[config.mk]
export PLATFORM = sky130hd
export DESIGN_NAME = sync_fifo_lp
export DESIGN_NICKNAME = d
export VERILOG_FILES = /design/src/rtl/sync_fifo_lp.sv
export SDC_FILE = /design/constraint.sdc
export NUM_CORES = 1
export LEC_CHECK = 0
export BUFFER_PORTS_ARGS = -buffer_cell sky130_fd_sc_hd__buf_2
export CAP_MARGIN = 5
export CORE_ASPECT_RATIO = 1.5
export CORE_UTILIZATION = 60
export CTS_CLUSTER_DIAMETER = 50
export DETAILED_ROUTE_END_ITERATION = 6
export PLACE_DENSITY_LB_ADDON = 0.3
export RECOVER_POWER = 50
export SYNTH_ARGS = -nofsm -noshare
export SYNTH_HDL_FRONTEND = slang
export SYNTH_SLANG_ARGS = --single-unit
export TNS_END_PERCENT = 100
[constraint.sdc]
create_clock -name clk -period 4.5 [get_ports clk]
set_input_delay 0 -clock clk [delete_from_list [all_inputs] [get_ports clk]]
set_output_delay 0 -clock clk [all_outputs]
set_load 0.01 [all_outputs]
[src/rtl/sync_fifo_lp.sv]
// Single-clock FIFO with block enable, registered status flags and sticky error flags.
// Define SYNC_FIFO_FWFT_EN for first-word-fall-through reads; default is a registered read port.
module sync_fifo_lp #(
    parameter int DEPTH    = 8,
    parameter int WIDTH    = 32,
    parameter int AF_LEVEL = DEPTH - 2,
    parameter int AE_LEVEL = 2
) (
    input  logic                     clk,
    input  logic                     rst_n,
    input  logic                     fifo_en,
    input  logic                     wr_en,
    input  logic [WIDTH-1:0]         wr_data,
    input  logic                     rd_en,
    output logic [WIDTH-1:0]         rd_data,
    output logic                     rd_valid,
    output logic                     full,
    output logic                     empty,
    output logic                     almost_full,
    output logic                     almost_empty,
    output logic [$clog2(DEPTH):0]   count,
    output logic                     overflow,
    output logic                     underflow,
    input  logic                     err_clr
);

    localparam int AW = $clog2(DEPTH);
    localparam logic [AW:0] DEPTH_C = (AW+1)'(DEPTH);
    localparam logic [AW:0] AF_C    = (AW+1)'(AF_LEVEL);
    localparam logic [AW:0] AE_C    = (AW+1)'(AE_LEVEL);

    logic [WIDTH-1:0] mem [DEPTH];
    logic [AW:0]      wr_ptr, rd_ptr;
    logic [AW:0]      wr_ptr_nxt, rd_ptr_nxt, count_nxt;
    logic             rd_acc, wr_acc, ovf_evt, udf_evt;

    // A write into a full FIFO is only legal when a read frees a slot on the same edge.
    always_comb begin
        rd_acc     = fifo_en & rd_en & ~empty;
        wr_acc     = fifo_en & wr_en & (~full | rd_acc);
        ovf_evt    = fifo_en & wr_en & ~wr_acc;
        udf_evt    = fifo_en & rd_en & empty;
        wr_ptr_nxt = wr_ptr + (AW+1)'(wr_acc);
        rd_ptr_nxt = rd_ptr + (AW+1)'(rd_acc);
        count_nxt  = wr_ptr_nxt - rd_ptr_nxt;
    end

    always_ff @(posedge clk) begin
        if (wr_acc) begin
            mem[wr_ptr[AW-1:0]] <= wr_data;
        end
    end

    // Flags are derived from the next-state count so they never lag the pointers.
    always_ff @(posedge clk or negedge rst_n) begin
        if (!rst_n) begin
            wr_ptr       <= '0;
            rd_ptr       <= '0;
            count        <= '0;
            full         <= 1'b0;
            empty        <= 1'b1;
            almost_full  <= 1'b0;
            almost_empty <= 1'b1;
            overflow     <= 1'b0;
            underflow    <= 1'b0;
        end else begin
            wr_ptr       <= wr_ptr_nxt;
            rd_ptr       <= rd_ptr_nxt;
            count        <= count_nxt;
            full         <= (count_nxt == DEPTH_C);
            empty        <= (count_nxt == '0);
            almost_full  <= (count_nxt >= AF_C);
            almost_empty <= (count_nxt <= AE_C);
            if (fifo_en) begin
                overflow  <= (overflow & ~err_clr) | ovf_evt;
                underflow <= (underflow & ~err_clr) | udf_evt;
            end
        end
    end

`ifdef SYNC_FIFO_FWFT_EN
    assign rd_data  = mem[rd_ptr[AW-1:0]];
    assign rd_valid = ~empty;
`else
    always_ff @(posedge clk or negedge rst_n) begin
        if (!rst_n) begin
            rd_data  <= '0;
            rd_valid <= 1'b0;
        end else begin
            rd_valid <= rd_acc;
            if (rd_acc) begin
                rd_data <= mem[rd_ptr[AW-1:0]];
            end
        end
    end
`endif

endmodule

==> summary.txt <==
Run status
  – Status: finished, final reports clean

Floorplan
  – Die area: 20000 sq um
  – Die height: 173 um
  – Core Region: 19100 sq um
  – Die Span X: 116 um
  – Initial Util: 0.612
  – # rows: 62
  – Top Ports: 81

Clock tree
  – Clock-pin slew on the worst setup and hold paths: 0.07 ns
  – Clock latency at the later pin of the worst-skew pair: 0.52 ns
  – Number of buffers created by CTS: 26
  – Clock Root Buffer: clkbuf_16
  – Clock sink count: 307
  – CTS Buffer Depth: 3
  – H-tree depth: 1
  – Post-CTS Resized: 0
  – CTS tree: built

Routing
  – WL final: 22.9 mm
  – Drt wl/cell: 22.5 um
  – DRT Pass-1 Iters: 4
  – DR vias: 6065
  – Vias per cell: 5.96
  – Iteration-0 DRC Markers: 434
  – Post-route antenna net violation count: 0
  – Drt drc: 0

Yosys
  – YS warnings: 0
  – #FFs+latches synth: 307
  – Register area share after synthesis: 0.768
  – Post-Syn Area: 11700 sq um
  – Post-Syn Area per Cell: 18.9 sq um
  – Yosys cell types: 38
  – Syn_nets: 663
  – Cells after Synth: 617

Worst setup path
  – Data arrival time of the worst path: 3.14 ns
  – Req. time, crit path: 4.90 ns
  – CP Max Fanout: 26
  – Worst-path cell chain: buf_4 -> nand2b_1 -> buf_4 -> o22ai_1 -> o31ai_1
  – CP Launch Type: flop
  – Max stage delay cell, worst path: nand2b_1
  – Cell family with most CP delay: buffers and inverters
  – Slowest Stage Delay on Critical Path: 0.72 ns
  – Reg2Reg Setup Slack: 1.77 ns
  – WS Path Type: reg -> reg
  – CP bufs+invs: 2
  – Critical path endpoint category: flop
  – Most frequent CP cell: buf_4

Finish
  – Layout cells sized above 1: 0.209
  – Most frequent cells in the layout: edfxtp_1, clkbuf_1, dfrtp_1
  – ANT cells: 0
  – Design Area, Final: 13500 sq um
  – Layout net count: 788
  – Area Overhead vs Synth: 15.6%
  – Most common cell after layout, fill and taps aside: edfxtp_1

Place
  – GPL Wtd Cong: 0.727
  – DP Wirelength: 12.5 mm
  – Placed cell area: 12300 sq um
  – Worst slack, placed: 1.78 ns
  – Port-buffer cells: 80

Power
  – Total power: 8060 uW
  – PwrDens: 598 nW/um^2
  – Max IR drop VDD: 0.515 mV
  – Comb power frac: 0.269
  – NetSw: 2420 uW
  – Clock power frac: 0.263
  – Sw frac: 0.300
  – Sequential Power Share: 0.468
  – P_int: 5640 uW
  – Static leakage: 0.00469 uW

GRT
  – Largest net degree at the start of global routing: 73
  – Antenna violations before repair: 0
  – GR Util All Layers: 0.241
  – First-pass GRT wire length: 35.5 mm
  – Vias in the first global route: 6566
  – Total grt overflow: 0

Timing
  – Post-layout min period: 2.73 ns
  – Worst setup margin: 1.77 ns
  – Slew Limit Fails: 0
  – RSZ-0062 raised after global routing: false
  – Tightest Pin Transition: 1.25 ns
  – Final worst-path cycle share: 0.608
  – Relative slew slack: 0.168
  – Setup violations, final: 0
  – Setup_tns: 0 ns
  – Final number of hold-violating endpoints: 0
  – Fmax: 366 MHz
  – Hold Slack: 0.171 ns
  – Clock Skew: 0.00669 ns

Job
  – Maxcap violations: 0

Worst hold path
  – Hold crit path type: in -> async
-- Yosys cell counts (all sizes together) --
master,instances,share of area
nor2b,3,0.0016
o21ai,1,0.00043
mux2,64,0.062
o31ai,32,0.021
dfstp,2,0.0045
nand2,40,0.013
dfrtp,49,0.11
nand2b,1,0.00054
a32o,1,0.00086
clkbuf,14,0.0045
o22ai,32,0.017
edfxtp,256,0.66
inv,7,0.0023
and2,1,0.00054
fa,1,0.0017
nand3,2,0.0013
a211oi,1,0.0011
xnor2,1,0.0014
mux4,32,0.062
nor3,2,0.00086
or2,1,0.00054
xnor3,1,0.0020
xor2,4,0.0030
nor2,33,0.011
a21oi,2,0.0012
ha,7,0.0075
and3b,2,0.0015
a21o,2,0.0013
buf,20,0.011
nor3b,3,0.0024
-- what timing repair did --
item / in CTS / in global routing
buffers inserted: 0 / 0
endpoints found under the hold margin: 309 / 0
hold buffers: 39 / 0
-- kinds of logic after synthesis --
group,share of synthesized area
flops,0.768
mux,0.123
simple gates,0.0327
compound gates,0.0425
buf+inv,0.0176
fa+ha+maj,0.00922
xor+xnor,0.00643
-- path summary, 6_finish.rpt --
| path | startpoint | endpoint | depth (start not counted) |
|---|---|---|---|
| min | rst_n | underflow$_DFFE_PN0P_ | 3 |
| max | rd_ptr[1]$_DFF_PN0_ | rd_data[17]$_DFFE_PN0P_ | 5 |
| max in group asynchronous | rst_n | rd_ptr[0]$_DFF_PN0_ | 3 |
| min in group clk | err_clr | underflow$_DFFE_PN0P_ | 4 |
| max reg2reg | rd_ptr[1]$_DFF_PN0_ | rd_data[17]$_DFFE_PN0P_ | 5 |
| min reg2reg | rd_data[5]$_DFFE_PN0P_ | rd_data[5]$_DFFE_PN0P_ | 2 |
-- worst reg2reg max path, cell delays in order (launching register included) --
cell and delay (ns):
dfrtp_2 0.55, buf_4 0.45, nand2b_1 0.74, buf_4 0.41, o22ai_1 0.17, o31ai_1 0.31
-- power groups by stage --
stage,Sequential [uW],Clock (uW),Combinational (uW)
after detailed placement,3820,0,2160
final,3770,2120,2170
after global placement,3790,0,2090
after CTS,3770,2160,2210
after global routing,3810,2260,2360
after floorplan,3760,0,1570
-- routing by layer --
metal	vias to the layer above	wire length (um)	GRT usage
li1	2665	-	-
met5	-	0	0
met3	34	1080	0.0319
met1	3170	8940	0.305
met2	196	12400	0.426
met4	0	458	0.0807
-- sequential cells by signal (all words and copies together) (netlist names), 4 cells and up --
name	flops
rd_ptr	4
mem	256
rd_data	32
wr_ptr	4
count	4
-- metrics by stage --
step / cells / util
finish: 1018 / 0.707
global route: 1018 / 0.707
CTS: 1018 / 0.710
detailed placement: 931 / 0.647
global placement: 931 / 0.647
floorplan: 617 / -
-- final cells by class --
| type | count | area, sq um |
|---|---|---|
| fill | 1286 | 5590 |
| sequential | 307 | 8970 |
| clock buffer | 40 | 778 |
| inverter | 7 | 26.3 |
| clock inverter | 8 | 38.8 |
| multi-input combinational | 269 | 2540 |
| timing repair buffer | 131 | 816 |
| tap | 256 | 320 |
Note: power is estimated with default switching activity, not from simulation.
